$ cat src/rtl/hazard_scoreboard_if.sv
// ============================================================================
// hazard_scoreboard_if : ID-stage request and hazard-control bundle
// Revision 1.0
// ============================================================================
`default_nettype none

interface hazard_scoreboard_if #(
  parameter int REG_W = 5,
  parameter int CNT_W = 16
);
  logic             id_valid;
  logic [REG_W-1:0] id_rs;
  logic [REG_W-1:0] id_rt;
  logic             id_uses_rs;
  logic             id_uses_rt;
  logic [REG_W-1:0] id_dest;
  logic             id_reg_write;
  logic             id_mem_read;
  logic             flush;
  logic             stall;
  logic             ex_bubble;
  logic [1:0]       fwd_a_sel;
  logic [1:0]       fwd_b_sel;
  logic [CNT_W-1:0] stall_count;

  modport master (
    output id_valid, id_rs, id_rt, id_uses_rs, id_uses_rt,
           id_dest, id_reg_write, id_mem_read, flush,
    input  stall, ex_bubble, fwd_a_sel, fwd_b_sel, stall_count
  );

  modport slave (
    input  id_valid, id_rs, id_rt, id_uses_rs, id_uses_rt,
           id_dest, id_reg_write, id_mem_read, flush,
    output stall, ex_bubble, fwd_a_sel, fwd_b_sel, stall_count
  );
endinterface

`default_nettype wire

$ cat src/rtl/hazard_scoreboard.sv
// ============================================================================
// hazard_scoreboard : load-use stall and registered ALU forwarding selects
// Revision 1.0
// ============================================================================
`default_nettype none

module hazard_scoreboard #(
  parameter int REG_W = 5,
  parameter int CNT_W = 16
) (
  input  wire logic         clk,
  input  wire logic         rst,
  hazard_scoreboard_if.slave bus
);

  localparam logic [1:0] SEL_RF  = 2'b00;
  localparam logic [1:0] SEL_EXM = 2'b01;
  localparam logic [1:0] SEL_MWB = 2'b10;
  localparam logic [CNT_W-1:0] CNT_MAX = {CNT_W{1'b1}};

  // The WB producer is never forwarded (register file writes before it is
  // read), so only the EX and MEM shadow entries influence any output.
  logic             ex_v_q, ex_rw_q, ex_mr_q;
  logic [REG_W-1:0] ex_dest_q;
  logic             mem_v_q, mem_rw_q;
  logic [REG_W-1:0] mem_dest_q;

  logic             ex_v_d, ex_rw_d, ex_mr_d;
  logic [REG_W-1:0] ex_dest_d;
  logic             ex_bubble_q, ex_bubble_d;
  logic [1:0]       fwd_a_q, fwd_a_d, fwd_b_q, fwd_b_d;
  logic [CNT_W-1:0] stall_count_q, stall_count_d;

  logic stall_w, advance_w;

  function automatic logic hit(input logic v, input logic rw,
                               input logic [REG_W-1:0] d,
                               input logic [REG_W-1:0] r);
    return v & rw & (d == r) & (r != '0);
  endfunction

  function automatic logic [1:0] fwd_sel(input logic uses,
                                         input logic [REG_W-1:0] r,
                                         input logic ev, input logic erw,
                                         input logic [REG_W-1:0] ed,
                                         input logic mv, input logic mrw,
                                         input logic [REG_W-1:0] md);
    if (uses && hit(ev, erw, ed, r))      return SEL_EXM;
    else if (uses && hit(mv, mrw, md, r)) return SEL_MWB;
    else                                  return SEL_RF;
  endfunction

  always_comb begin
    stall_w = bus.id_valid & ~bus.flush & ex_mr_q & ex_v_q &
              ((bus.id_uses_rs & (ex_dest_q == bus.id_rs) & (bus.id_rs != '0)) |
               (bus.id_uses_rt & (ex_dest_q == bus.id_rt) & (bus.id_rt != '0)));
    advance_w = bus.id_valid & ~stall_w & ~bus.flush;
  end

  always_comb begin
    ex_v_d        = 1'b0;
    ex_rw_d       = 1'b0;
    ex_mr_d       = 1'b0;
    ex_dest_d     = ex_dest_q;
    ex_bubble_d   = 1'b1;
    fwd_a_d       = SEL_RF;
    fwd_b_d       = SEL_RF;
    stall_count_d = stall_count_q;

    if (advance_w) begin
      ex_v_d      = 1'b1;
      ex_rw_d     = bus.id_reg_write;
      ex_mr_d     = bus.id_mem_read;
      ex_dest_d   = bus.id_dest;
      ex_bubble_d = 1'b0;
      fwd_a_d     = fwd_sel(bus.id_uses_rs, bus.id_rs, ex_v_q, ex_rw_q, ex_dest_q,
                            mem_v_q, mem_rw_q, mem_dest_q);
      fwd_b_d     = fwd_sel(bus.id_uses_rt, bus.id_rt, ex_v_q, ex_rw_q, ex_dest_q,
                            mem_v_q, mem_rw_q, mem_dest_q);
    end

    if (stall_w && (stall_count_q != CNT_MAX))
      stall_count_d = stall_count_q + CNT_W'(1);
  end

  always_ff @(posedge clk or posedge rst) begin
    if (rst) begin
      ex_v_q        <= 1'b0;
      ex_rw_q       <= 1'b0;
      ex_mr_q       <= 1'b0;
      ex_dest_q     <= '0;
      mem_v_q       <= 1'b0;
      mem_rw_q      <= 1'b0;
      mem_dest_q    <= '0;
      ex_bubble_q   <= 1'b1;
      fwd_a_q       <= SEL_RF;
      fwd_b_q       <= SEL_RF;
      stall_count_q <= '0;
    end else begin
      mem_v_q       <= ex_v_q;
      mem_rw_q      <= ex_rw_q;
      mem_dest_q    <= ex_dest_q;
      ex_v_q        <= ex_v_d;
      ex_rw_q       <= ex_rw_d;
      ex_mr_q       <= ex_mr_d;
      ex_dest_q     <= ex_dest_d;
      ex_bubble_q   <= ex_bubble_d;
      fwd_a_q       <= fwd_a_d;
      fwd_b_q       <= fwd_b_d;
      stall_count_q <= stall_count_d;
    end
  end

  assign bus.stall       = stall_w;
  assign bus.ex_bubble   = ex_bubble_q;
  assign bus.fwd_a_sel   = fwd_a_q;
  assign bus.fwd_b_sel   = fwd_b_q;
  assign bus.stall_count = stall_count_q;

endmodule

`default_nettype wire

$ cat src/flat_wrapper.sv
// flat-port wrapper written by rule: the top's interface ports become plain ports
module hazard_scoreboard_flat 
#(
  parameter int REG_W = 5,
  parameter int CNT_W = 16
)
  (clk, rst, bus_id_valid, bus_id_rs, bus_id_rt, bus_id_uses_rs, bus_id_uses_rt, bus_id_dest, bus_id_reg_write, bus_id_mem_read, bus_flush, bus_stall, bus_ex_bubble, bus_fwd_a_sel, bus_fwd_b_sel, bus_stall_count);
  hazard_scoreboard_if #(.REG_W(REG_W), .CNT_W(CNT_W)) bus_i ();
  input  wire logic clk;
  input  wire logic rst;
  input wire logic [$bits(bus_i.id_valid)-1:0] bus_id_valid;
  input wire logic [$bits(bus_i.id_rs)-1:0] bus_id_rs;
  input wire logic [$bits(bus_i.id_rt)-1:0] bus_id_rt;
  input wire logic [$bits(bus_i.id_uses_rs)-1:0] bus_id_uses_rs;
  input wire logic [$bits(bus_i.id_uses_rt)-1:0] bus_id_uses_rt;
  input wire logic [$bits(bus_i.id_dest)-1:0] bus_id_dest;
  input wire logic [$bits(bus_i.id_reg_write)-1:0] bus_id_reg_write;
  input wire logic [$bits(bus_i.id_mem_read)-1:0] bus_id_mem_read;
  input wire logic [$bits(bus_i.flush)-1:0] bus_flush;
  output wire logic [$bits(bus_i.stall)-1:0] bus_stall;
  output wire logic [$bits(bus_i.ex_bubble)-1:0] bus_ex_bubble;
  output wire logic [$bits(bus_i.fwd_a_sel)-1:0] bus_fwd_a_sel;
  output wire logic [$bits(bus_i.fwd_b_sel)-1:0] bus_fwd_b_sel;
  output wire logic [$bits(bus_i.stall_count)-1:0] bus_stall_count;
  assign bus_i.id_valid = bus_id_valid;
  assign bus_i.id_rs = bus_id_rs;
  assign bus_i.id_rt = bus_id_rt;
  assign bus_i.id_uses_rs = bus_id_uses_rs;
  assign bus_i.id_uses_rt = bus_id_uses_rt;
  assign bus_i.id_dest = bus_id_dest;
  assign bus_i.id_reg_write = bus_id_reg_write;
  assign bus_i.id_mem_read = bus_id_mem_read;
  assign bus_i.flush = bus_flush;
  assign bus_stall = bus_i.stall;
  assign bus_ex_bubble = bus_i.ex_bubble;
  assign bus_fwd_a_sel = bus_i.fwd_a_sel;
  assign bus_fwd_b_sel = bus_i.fwd_b_sel;
  assign bus_stall_count = bus_i.stall_count;
  hazard_scoreboard #(.REG_W(REG_W), .CNT_W(CNT_W)) u_core (.clk(clk), .rst(rst), .bus(bus_i));
endmodule
$ cat config.mk
export PLATFORM = sky130hd
export DESIGN_NAME = hazard_scoreboard_flat
export DESIGN_NICKNAME = d
export VERILOG_FILES = /design/src/rtl/hazard_scoreboard_if.sv /design/src/rtl/hazard_scoreboard.sv /design/src/flat_wrapper.sv
export SDC_FILE = /design/constraint.sdc
export NUM_CORES = 1
export LEC_CHECK = 0
export BUFFER_PORTS_ARGS = -buffer_cell sky130_fd_sc_hd__buf_2
export CAP_MARGIN = 25
export CELL_PAD_IN_SITES_DETAIL_PLACEMENT = 0
export CELL_PAD_IN_SITES_GLOBAL_PLACEMENT = 1
export CORE_ASPECT_RATIO = 1.5
export CORE_MARGIN = 1.5
export CORE_UTILIZATION = 34
export DETAILED_ROUTE_END_ITERATION = 16
export PLACE_DENSITY_LB_ADDON = 0.1
export SLEW_MARGIN = 20
export SYNTH_ARGS = -nofsm -noshare
export SYNTH_HDL_FRONTEND = slang
export SYNTH_SLANG_ARGS = --single-unit
export TNS_END_PERCENT = 100
$ cat constraint.sdc
create_clock -name clk -period 4.2 [get_ports clk]
set_input_delay 0.21 -clock clk [delete_from_list [all_inputs] [get_ports clk]]
set_output_delay 0.21 -clock clk [all_outputs]
set_load 0.02 [all_outputs]
==> results of run 1 <==
-- critical path, cell delays in order, from the launching register on --
cell and delay [ps]:
sky130_fd_sc_hd__dfrtp_1 470, sky130_fd_sc_hd__xor2_1 200, sky130_fd_sc_hd__nor3_1 150, sky130_fd_sc_hd__nand3_1 190, sky130_fd_sc_hd__o21ai_4 440, sky130_fd_sc_hd__and2_1 200
sky130_fd_sc_hd__buf_2 170
-- metal layers --
metal,GRT usage,vias up,share of wire
met5,0,-,0
met4,0.0780,0,0.038
met1,0.187,637,0.39
met2,0.263,42,0.52
met3,0.0427,10,0.046
li1,-,635,-
-- registers in the layout, indices dropped and copies added (netlist names) --
name	flops
u_core.ex_dest_q	5
u_core.ex_v_q	1
u_core.ex_rw_q	1
u_core.bus.fwd_b_sel	2
u_core.mem_rw_q	1
u_core.ex_mr_q	1
u_core.bus.ex_bubble	1
u_core.mem_v_q	1
u_core.bus.stall_count	16
u_core.mem_dest_q	5
u_core.bus.fwd_a_sel	2
-- metrics by stage --
stage | total power [mW] | hold slack, ps
after floorplan | 0.450 | 339
after global placement | 0.483 | 336
after detailed placement | 0.484 | 343
after CTS | 0.792 | 27.3
after global routing | 0.815 | 68.3
final | 0.783 | 16.7
-- cell type report --
type / count / area share
Inverter: 2 / 0.00577
Clock buffer: 6 / 0.0335
Sequential cell: 36 / 0.416
Timing Repair Buffer: 45 / 0.105
Clock inverter: 2 / 0.0162
Tap cell: 66 / 0.0381
Multi-Input combinational cell: 109 / 0.385
-- cell usage in the layout, fill, tap and decap left out, types with 2 or more instances in the layout --
cell type,count
sky130_fd_sc_hd__buf_2,44
sky130_fd_sc_hd__dfrtp_1,35
sky130_fd_sc_hd__xnor2_1,24
sky130_fd_sc_hd__nand4_1,15
sky130_fd_sc_hd__xor2_1,11
sky130_fd_sc_hd__and3_1,7
sky130_fd_sc_hd__nand2_1,7
sky130_fd_sc_hd__nor2_1,7
sky130_fd_sc_hd__nand3_1,6
sky130_fd_sc_hd__mux2_4,5
sky130_fd_sc_hd__clkbuf_8,5
sky130_fd_sc_hd__nor3_1,3
sky130_fd_sc_hd__and2_1,3
sky130_fd_sc_hd__nor4_1,3
sky130_fd_sc_hd__nand2b_1,2
sky130_fd_sc_hd__or4_1,2
sky130_fd_sc_hd__o21ai_2,2
sky130_fd_sc_hd__o21ai_0,2
-- worst max-delay path by stage --
stage,start,endpoint,slack (ps)
floorplan,u_core.bus.stall_count[0]$_DFFE_PP0P_,u_core.bus.stall_count[1]$_DFFE_PP0P_,2170
global placement,bus_id_rs[0],u_core.ex_dest_q[0]$_DFFE_PP0P_,1990
detailed placement,bus_id_rs[0],u_core.ex_dest_q[4]$_DFFE_PP0P_,2000
CTS,u_core.ex_dest_q[3]$_DFFE_PP0P_,bus_stall,1860
global route,u_core.ex_dest_q[3]$_DFFE_PP0P_,bus_stall,1760
finish,u_core.ex_dest_q[3]$_DFFE_PP0P_,bus_stall,1880
-- power groups by stage --
stage,sequential [mW],clock [mW],combinational [mW]
2_1_floorplan,0.386,0,0.0642
3_3_place_gp,0.391,0,0.0919
3_5_place_dp,0.392,0,0.0924
4_1_cts,0.385,0.313,0.0930
5_1_grt,0.387,0.328,0.0998
6_report,0.385,0.307,0.0913
-- kinds of logic (layout without fill, tap and decap cells) --
family	after synthesis	count (layout)
buffers and inverters	4	55
XOR/XNOR	35	35
adder cells (fa/ha/maj)	1	1
flip-flops	36	36
multiplexers	6	6
AND/OR/NAND/NOR	58	58
AO/OA/AOI/OAI	9	9
-- cells in the mapped netlist --
library cell | n | area share
sky130_fd_sc_hd__nand2b_1 | 2 | 0.0071
sky130_fd_sc_hd__and2_1 | 3 | 0.011
sky130_fd_sc_hd__nor2b_1 | 1 | 0.0036
sky130_fd_sc_hd__clkinv_4 | 1 | 0.0050
sky130_fd_sc_hd__o2111ai_1 | 1 | 0.0050
sky130_fd_sc_hd__or4_1 | 2 | 0.0085
sky130_fd_sc_hd__ha_1 | 1 | 0.0071
sky130_fd_sc_hd__inv_1 | 1 | 0.0021
sky130_fd_sc_hd__o21ai_0 | 2 | 0.0057
sky130_fd_sc_hd__clkbuf_1 | 1 | 0.0021
sky130_fd_sc_hd__nor3_1 | 3 | 0.0085
sky130_fd_sc_hd__mux2_4 | 5 | 0.043
sky130_fd_sc_hd__xor2_1 | 11 | 0.055
sky130_fd_sc_hd__nand2_1 | 7 | 0.015
sky130_fd_sc_hd__dfstp_2 | 1 | 0.015
sky130_fd_sc_hd__mux2_2 | 1 | 0.0064
sky130_fd_sc_hd__nand4bb_1 | 1 | 0.0064
sky130_fd_sc_hd__a31o_4 | 1 | 0.010
sky130_fd_sc_hd__nor4_1 | 3 | 0.011
sky130_fd_sc_hd__a311o_1 | 1 | 0.0057
sky130_fd_sc_hd__xnor2_1 | 24 | 0.12
sky130_fd_sc_hd__nor2_1 | 7 | 0.015
sky130_fd_sc_hd__nand4b_4 | 1 | 0.014
sky130_fd_sc_hd__nand3_1 | 6 | 0.017
sky130_fd_sc_hd__o21ai_4 | 1 | 0.0093
sky130_fd_sc_hd__nand4_1 | 15 | 0.053
sky130_fd_sc_hd__a211oi_1 | 1 | 0.0043
sky130_fd_sc_hd__and3_1 | 7 | 0.025
sky130_fd_sc_hd__dfrtp_1 | 35 | 0.50
sky130_fd_sc_hd__buf_2 | 1 | 0.0028
sky130_fd_sc_hd__o21ai_2 | 2 | 0.010
==> results.md, run 1 <==
- 2320 ps — final worst path period need
- 23.3% — Syn-to-layout area delta
- 5.95 ps — Fin Clk Skew
- 1760 µm² — Mapped Area
- 2170 µm² — final std cell area, no fill
- 223 — number of nets in the layout
- 1990 ps — FF-to-FF setup slack
- 5620 µm² — DIE AREA
- 2 — H-tree depth
- 290 ps — worst skew pair latency
- 5 — clock buffer count from CTS
- 91.1 µm — Die Height
- 11.8 µm² — post-synthesis average cell area
- 258 — Cell Count Post-Placement
- 0 — Final setup viols
- 0.174 — XOR/XNOR Fraction of Synth Area
- 4.98 — vias per inst
- u_core.ex_dest_q[4]$_DFFE_PP0P_ — end of the worst register-to-register path
- primary output — critical path endpoint category
- flop — startpoint type of the worst setup path
- 0.360 — initial core utilization
- 38 — DRC marker count from the first detailed-route iteration
- 0 — DRC violation count after routing
- 0 — antenna cells
- u_core.ex_dest_q[3]$_DFFE_PP0P_ — worst flop-to-flop path startpoint
- 45 — Boundary Pins
- 6.66 mm — global-route wire length before repair
- 0 — setup fix buffers added after clock tree synthesis
- 4890 µm² — core area
- primary input to async pin — Worst Hold Class
- 0.252 — Switching Fraction
- 1324 — total vias in the final route
- 0 ps — final total negative setup slack
- 0.161 — global router's overall resource usage
- 0.443 — Layout Utilization
- 18 — Critical Path Fanout Max
- 1880 ps — smallest setup slack after layout
- 173 — Post-Syn Nets
- 2110 ps — worst endpoint data arrival time
- 1.02 nW — LEAKAGE
- 0.392 — Clock Power Share
- 3.06 mm — half-perimeter wire length after detailed placement
- 361 nW/µm² — power density normalized to cell area
- 848 ps — transition at the pin with the smallest max-transition slack
- 31 — Distinct cells, synth
- 0.492 — Flop pwr share
- 0.117 — portion of total power attributed to combinational logic
- 4 — DRT Pass-1 Iters
- 1337 — vias in the first global route
- 0 — post-CTS sizing
- 2060 µm² — Cell Area, Placed
- 902 µm² — area taken by flip-flops and latches
- 4.05 mm — Total Wirelength
- 0.325 — share of final-layout standard cells stronger than drive strength 1
- 0.433 — Slew headroom
- 149 — gate count after technology mapping
- 0.0491 — mux share of post-synthesis cell area
- built — CTS tree
- 585 µW — cell internal power dissipation
- 0.00712 — adder and majority gate portion of the synthesized area
- 0 — Max-cap violations
- 0.194 — Synth Area in Simple Gates
- 2 — maximum clock path buffer count
- flop to primary output — Worst Path Class, Setup
- 0.553 — final period utilization
- 2000 ps — setup slack after placement
- 0.170 mV — worst IR drop on VDD
- 0.830 — routability congestion estimate
- 0 — final hold violations
- 36 — Clock Sinks
- 0 — number of nets with antenna violations after detailed routing
- 61.7 µm — horizontal die dimension
- 3990 ps — data required time of the critical path
- 0.513 — post-synthesis sequential area ratio
- 266 — post-layout instance count excluding filler cells
- 0.0498 — Synth Area in Compound Gates
- 0 — initial antenna violation count
- 15.2 µm — Wirelength per Cell
- 431 MHz — peak clock frequency supported by timing
- 44 — port bufs
- complete, no violations — result of the run
- 198 µW — total net switching power
- simple AND/OR/NAND/NOR gates — combinational family with the most area after synthesis
- sky130_fd_sc_hd__clkbuf_8 — clock tree root buffer cell
- 485 — Layout fillers
- 0 — number of warning messages in the yosys log
- 0 — Overflow after GRT
- 36 — flip-flop and latch count after synthesis
- 835 µm² — area of combinational cells with multiple inputs
- 0 — count of hold-fix buffers inserted at cts
- 80 ps — clock-pin slew on the worst setup and hold paths
- false — setup repair after global routing missed its margin
- 0 — Max Slew Vio Count
- 7 — number of cell instances on the worst register-to-register path
- 37 — pin count of the biggest net entering global routing
- 31 — total number of placement rows
Power figures use the tool's default switching activity.
==> run 2: changes to the inputs <==
ABC_AREA = 1   (was unset)
clock period = 2.27 ns   (was 4.2 ns; I/O delays follow)
==> results.md, run 2 <==
- 2 — H-tree depth
- 1960 — vias in the first global route
- 290 ps — worst skew pair latency
- 304 — Post-Syn Nets
- 0.288 mV — worst IR drop on VDD
- 530 nW/µm² — power density normalized to cell area
- 4.73 — vias per inst
- 1850 ps — worst endpoint data arrival time
- 0.0238 — Global Route met3 Usage
- 0 — initial antenna violation count
- 45 — Boundary Pins
- 395 — Cell Count Post-Placement
- 4.31 mm — half-perimeter wire length after detailed placement
- 0 — count of flip-flops with a built-in enable after synthesis
- 6720 µm² — DIE AREA
- 0 — Max Slew Vio Count
- 1.00 — Synth async-reset ratio
- met2 — most used routing layer in global routing
- 470 ps — FF-to-FF setup slack
- 7.56 µm² — post-synthesis average cell area
- 36 — flip-flop and latch count after synthesis
- sky130_fd_sc_hd__nand2_1 — leading cell type in the layout, fill and taps excluded
- 0 — number of warning messages in the yosys log
- complete, no violations — result of the run
- 4 — DRT Pass-1 Iters
- 16 — max reg flops
- sky130_fd_sc_hd__dfrtp_1, sky130_fd_sc_hd__nand2_1, sky130_fd_sc_hd__nand4_1 — main area contributors after synthesis
- 353 — number of nets in the layout
- 6.17 ps — Fin Clk Skew
- 80 ps — clock-pin slew on the worst setup and hold paths
- 35 — total number of placement rows
- 0 — Max-cap violations
- 0.212 — share of final-layout standard cells stronger than drive strength 1
- primary output — critical path endpoint category
- 0.414 — area share of the largest cell type after synthesis
- u_core.ex_dest_q[2]$_DFFE_PP0P_ — launching element of the worst setup path
- 0 — Final setup viols
- sky130_fd_sc_hd__dfrtp_1 — cell accounting for the most synthesized area
- 2 — maximum clock path buffer count
- 19 — Critical Path Fanout Max
- 5.60 mm — Total Wirelength
- 0 — setup fix buffers added after clock tree synthesis
- 5 — clock buffer count from CTS
- primary input to flop — Worst Hold Class
- 0.348 — global-route track usage on met2
- 0.684 — Slew headroom
- 0.193 — M1 GR Usage
- 1912 — total vias in the final route
- 9 — number of cell instances on the worst register-to-register path
- false — setup repair after global routing missed its margin
- 0 — antenna cells
- 44 — port bufs
- 67 — DRC marker count from the first detailed-route iteration
- 0.793 — routability congestion estimate
- 1.35 nW — LEAKAGE
- sky130_fd_sc_hd__nand2_1 — dominant cell by count in the synthesized netlist
- 1960 ps — final worst path period need
- 2160 ps — data required time of the critical path
- bus_stall — timing endpoint of the critical path
- sky130_fd_sc_hd__nand2_1, sky130_fd_sc_hd__buf_2, sky130_fd_sc_hd__dfrtp_1, sky130_fd_sc_hd__inv_1, sky130_fd_sc_hd__nor2_1 — most frequent cells in the layout
- 0 — final hold violations
- 67.4 µm — horizontal die dimension
- u_core.bus.stall_count[9]$_DFFE_PP0P_ — end of the worst register-to-register path
- 0 — Overflow after GRT
- 0.426 — post-synthesis sequential area ratio
- 18.3% — Syn-to-layout area delta
- sky130_fd_sc_hd__nand2_1, sky130_fd_sc_hd__dfrtp_1, sky130_fd_sc_hd__inv_1 — ranking of synthesized cells by instance count
- built — CTS tree
- flop to primary output — Worst Path Class, Setup
- 36 — Clock Sinks
- 0.183 — global router's overall resource usage
- 6090 µm² — core area
- 0.348 — initial core utilization
- 510 MHz — peak clock frequency supported by timing
- u_core.bus.stall_count[0]$_DFFE_PP0P_ — worst flop-to-flop path startpoint
- 2120 µm² — Mapped Area
- 474 ps — transition at the pin with the smallest max-transition slack
- 280 — gate count after technology mapping
- 0 — number of nets with antenna violations after detailed routing
- 0.864 — final period utilization
- 99.6 µm — Die Height
- 27 — Distinct cells, synth
- sky130_fd_sc_hd__clkbuf_8 — clock tree root buffer cell
- 37 — pin count of the biggest net entering global routing
- sky130_fd_sc_hd__dfrtp_1 — predominant post-synthesis flop cell
- 13.9 µm — Wirelength per Cell
- 0 ps — final total negative setup slack
- 9.12 mm — global-route wire length before repair
- 404 — post-layout instance count excluding filler cells
- 0 — DRC violation count after routing
- flop — startpoint type of the worst setup path
[run 2: cell types whose count changed after synthesis, sizes merged, moves of 6 or more]
| cell | before | now |
|---|---|---|
| nand2 | 7 | 106 |
| and3 | 7 | 0 |
| mux2 | 6 | 0 |
| nand3 | 6 | 20 |
| nand4 | 15 | 22 |
| inv | 1 | 31 |
| xnor2 | 24 | 10 |
| nor2 | 7 | 28 |
[run 2: logic make-up after synthesis]
kind of cell | Yosys count | synth area share
adders and majority gates | 1 | 0.00591
DFF | 36 | 0.426
buffers and inverters | 38 | 0.0763
and+or+nand+nor | 183 | 0.406
AOI/OAI and AO/OA | 6 | 0.0195
xor gates and xnor gates | 16 | 0.0662
[run 2: worst min-delay path by stage]
stage / start / endpoint / slack (ps) / cells after the start
global placement: rst / u_core.bus.stall_count[7]$_DFFE_PP0P_ / 250 / 3
CTS: bus_id_reg_write / u_core.ex_rw_q$_DFF_PP0_ / 40 / 3
finish: bus_id_reg_write / u_core.ex_rw_q$_DFF_PP0_ / 30 / 3
detailed placement: rst / u_core.bus.fwd_b_sel[0]$_DFF_PP0_ / 250 / 3
global route: bus_id_reg_write / u_core.ex_rw_q$_DFF_PP0_ / 40 / 3
floorplan: bus_id_mem_read / u_core.ex_mr_q$_DFF_PP0_ / 220 / 2
[run 2: final cells by class]
| cell class | instances | area, µm² |
|---|---|---|
| clock buffer | 5 | 68.8 |
| timing repair buffer | 47 | 245 |
| clock inverter | 3 | 18.8 |
| multi-input combinational | 206 | 1050 |
| sequential | 36 | 902 |
| fill | 662 | 3580 |
| inverter | 33 | 124 |
| tap | 74 | 92.6 |
[run 2: repair_timing]
item | in CTS | in global routing
resized for setup | 0 | 0
hold buffers | 1 | 0
setup endpoints to repair | 0 | 0
hold endpoints to repair | 35 | 0
[run 2: worst max-delay path, cell delays in order (launching register included)]
cell and delay [ps]:
sky130_fd_sc_hd__dfrtp_1 400, sky130_fd_sc_hd__inv_1 70, sky130_fd_sc_hd__nand2_1 110, sky130_fd_sc_hd__nand3_1 90, sky130_fd_sc_hd__nor2_1 190, sky130_fd_sc_hd__nand2_1 120, sky130_fd_sc_hd__nand2_4 230, sky130_fd_sc_hd__nand2_4 110
sky130_fd_sc_hd__inv_1 60, sky130_fd_sc_hd__buf_2 150
[run 2: metrics by stage]
step	hold slack, ps	setup slack (ps)	area (µm²)	power, mW	utilization
final	34.8	308	2500	1.33	0.411
after global routing	42.3	134	2500	1.39	0.411
after CTS	39.5	262	2500	1.35	0.411
after detailed placement	252	470	2410	0.878	0.395
after global placement	248	467	2410	0.880	0.395
after floorplan	220	553	2120	0.813	-
[run 2: power by group]
group	switching (mW)	internal, mW	total [mW]
Sequential	0.0299	0.669	0.699
Clock	0.249	0.214	0.463
Combinational	0.0996	0.0642	0.164
[run 2: per-layer routing]
layer / part of all wire / vias up / wire length [µm]
met4: 0.028 / 0 / 157
li1: - / 992 / -
met5: 0 / - / 0
met3: 0.026 / 10 / 144
met2: 0.55 / 36 / 3070
met1: 0.40 / 874 / 2230
==> run 3: changes to the inputs <==
clock period = 2.5 ns   (was 2.27 ns; I/O delays follow)
==> results.md, run 3 (synthesis results as in run 2) <==
- 0.124 — portion of total power attributed to combinational logic
- 2380 ps — data required time of the critical path
- 403 — post-layout instance count excluding filler cells
- 5.60 mm — Total Wirelength
- 16 — max reg flops
- 505 MHz — peak clock frequency supported by timing
- 0 — final hold violations
- 18.0% — Syn-to-layout area delta
- primary input to flop — Worst Hold Class
- 67.4 µm — horizontal die dimension
- 290 ps — worst skew pair latency
- 0.792 — final period utilization
- flop — startpoint type of the worst setup path
- 7.02 ps — Fin Clk Skew
- 0.788 — routability congestion estimate
- 0 — Max-cap violations
- 35 — total number of placement rows
- 1850 ps — worst endpoint data arrival time
- 0 — Final setup viols
- 1920 — total vias in the final route
- 0.345 — Clock Power Share
- 61 — DRC marker count from the first detailed-route iteration
- flop to primary output — Worst Path Class, Setup
- 532 ps — transition at the pin with the smallest max-transition slack
- 44 — port bufs
- 6720 µm² — DIE AREA
- 394 — Cell Count Post-Placement
- 1.20 mW — total power draw
- 0.210 — share of final-layout standard cells stronger than drive strength 1
- 0 — DRC violation count after routing
- 0.242 mV — worst IR drop on VDD
- 19 — Critical Path Fanout Max
- 1.34 nW — LEAKAGE
- inv_1, nand2_1, nand3_1, nor2_1, nand2_1, nand2_4, nand2_4, inv_1, buf_2 — cell breakdown of the critical path
- 352 — number of nets in the layout
- 1969 — vias in the first global route
- 0 ps — final total negative setup slack
- 36 — Clock Sinks
- 0 — Max Slew Vio Count
- 2 — maximum clock path buffer count
- 0.185 — global router's overall resource usage
- sky130_fd_sc_hd__nand2_1 — leading cell type in the layout, fill and taps excluded
- sky130_fd_sc_hd__clkbuf_8 — clock tree root buffer cell
- 860 µW — cell internal power dissipation
- sky130_fd_sc_hd__nand2_1, sky130_fd_sc_hd__buf_2, sky130_fd_sc_hd__dfrtp_1, sky130_fd_sc_hd__inv_1, sky130_fd_sc_hd__nor2_1 — most frequent cells in the layout
- 0 — Overflow after GRT
- 0.531 — Flop pwr share
- false — setup repair after global routing missed its margin
- 80 ps — clock-pin slew on the worst setup and hold paths
- 0 — number of nets with antenna violations after detailed routing
- built — CTS tree
- 37 — pin count of the biggest net entering global routing
- 0.281 — Switching Fraction
- sky130_fd_sc_hd__dfrtp_1 — cell with the biggest individual delay on the critical path
- 6090 µm² — core area
- 0.410 — Layout Utilization
- 479 nW/µm² — power density normalized to cell area
- 45 — Boundary Pins
- 6 — DRT Pass-1 Iters
- 400 ps — largest stage delay on the critical path
- 2 — H-tree depth
- 9.26 mm — global-route wire length before repair
- 4.24 mm — half-perimeter wire length after detailed placement
- 0.644 — Slew headroom
- primary output — critical path endpoint category
- 4.76 — vias per inst
- 0 — antenna cells
- 0.348 — initial core utilization
- 47.6 ps — hold slack final
- 0 — initial antenna violation count
- 1980 ps — final worst path period need
- complete, no violations — result of the run
- 5 — clock buffer count from CTS
- 13.9 µm — Wirelength per Cell
- 336 µW — total net switching power
- 99.6 µm — Die Height
[run 3: cell types whose count changed in the layout (fill, tap and decap cells not counted)]
cell,previous run,this run
sky130_fd_sc_hd__buf_4,2,1
[run 3: final timing paths]
check	from	endpoint	slack, ps	cells past startpoint
max in group asynchronous	rst	u_core.bus.ex_bubble$_DFF_PP1_	1660	4
min in group asynchronous	rst	u_core.bus.stall_count[7]$_DFFE_PP0P_	490	4
worst min-delay path	bus_id_mem_read	u_core.ex_mr_q$_DFF_PP0_	50	3
worst max register to register	u_core.bus.stall_count[0]$_DFFE_PP0P_	u_core.bus.stall_count[9]$_DFFE_PP0P_	710	9
worst max-delay path	u_core.ex_dest_q[2]$_DFFE_PP0P_	bus_stall	520	9
worst min register to register	u_core.ex_rw_q$_DFF_PP0_	u_core.mem_rw_q$_DFF_PP0_	440	0
[run 3: worst max-delay path: cells and delay by family, from the launching register on]
kind | cells | cell delay, ps
simple gates | 6 | 850
flops | 1 | 400
buf+inv | 3 | 300
[run 3: through the flow]
step	worst slack (ps)	instance area [µm²]
finish	521	2500
global route	363	2500
CTS	462	2500
detailed placement	685	2400
global placement	694	2400
floorplan	783	2120
[run 3: layer usage]
metal	track usage	wire length, µm	share of wire
met5	0	0	0
met4	0.0769	162	0.029
met3	0.0249	167	0.030
met2	0.348	3060	0.55
met1	0.200	2210	0.40
[run 3: power by group through the flow]
stage                     logic [mW]  registers (mW)  clock network (mW)
final                          0.148           0.635               0.413
after global routing           0.169           0.639               0.452
after CTS                      0.152           0.635               0.436
after detailed placement       0.150           0.647                   0
after global placement         0.151           0.647                   0
after floorplan               0.0979           0.640                   0
[run 3: timing repair]
action                    4_1_cts  5_1_grt
hold endpoints to repair       35        0
gates resized for setup         0        0
hold buffers                    1        0
buffers inserted                0        0
[run 3: final cells by class]
class	instances	area [µm²]
Clock buffer	5	68.8
Clock inverter	3	18.8
Fill cell	677	3590
Inverter	33	124
Multi-Input combinational cell	206	1050
Sequential cell	36	902
Tap cell	74	92.6
Timing Repair Buffer	46	238
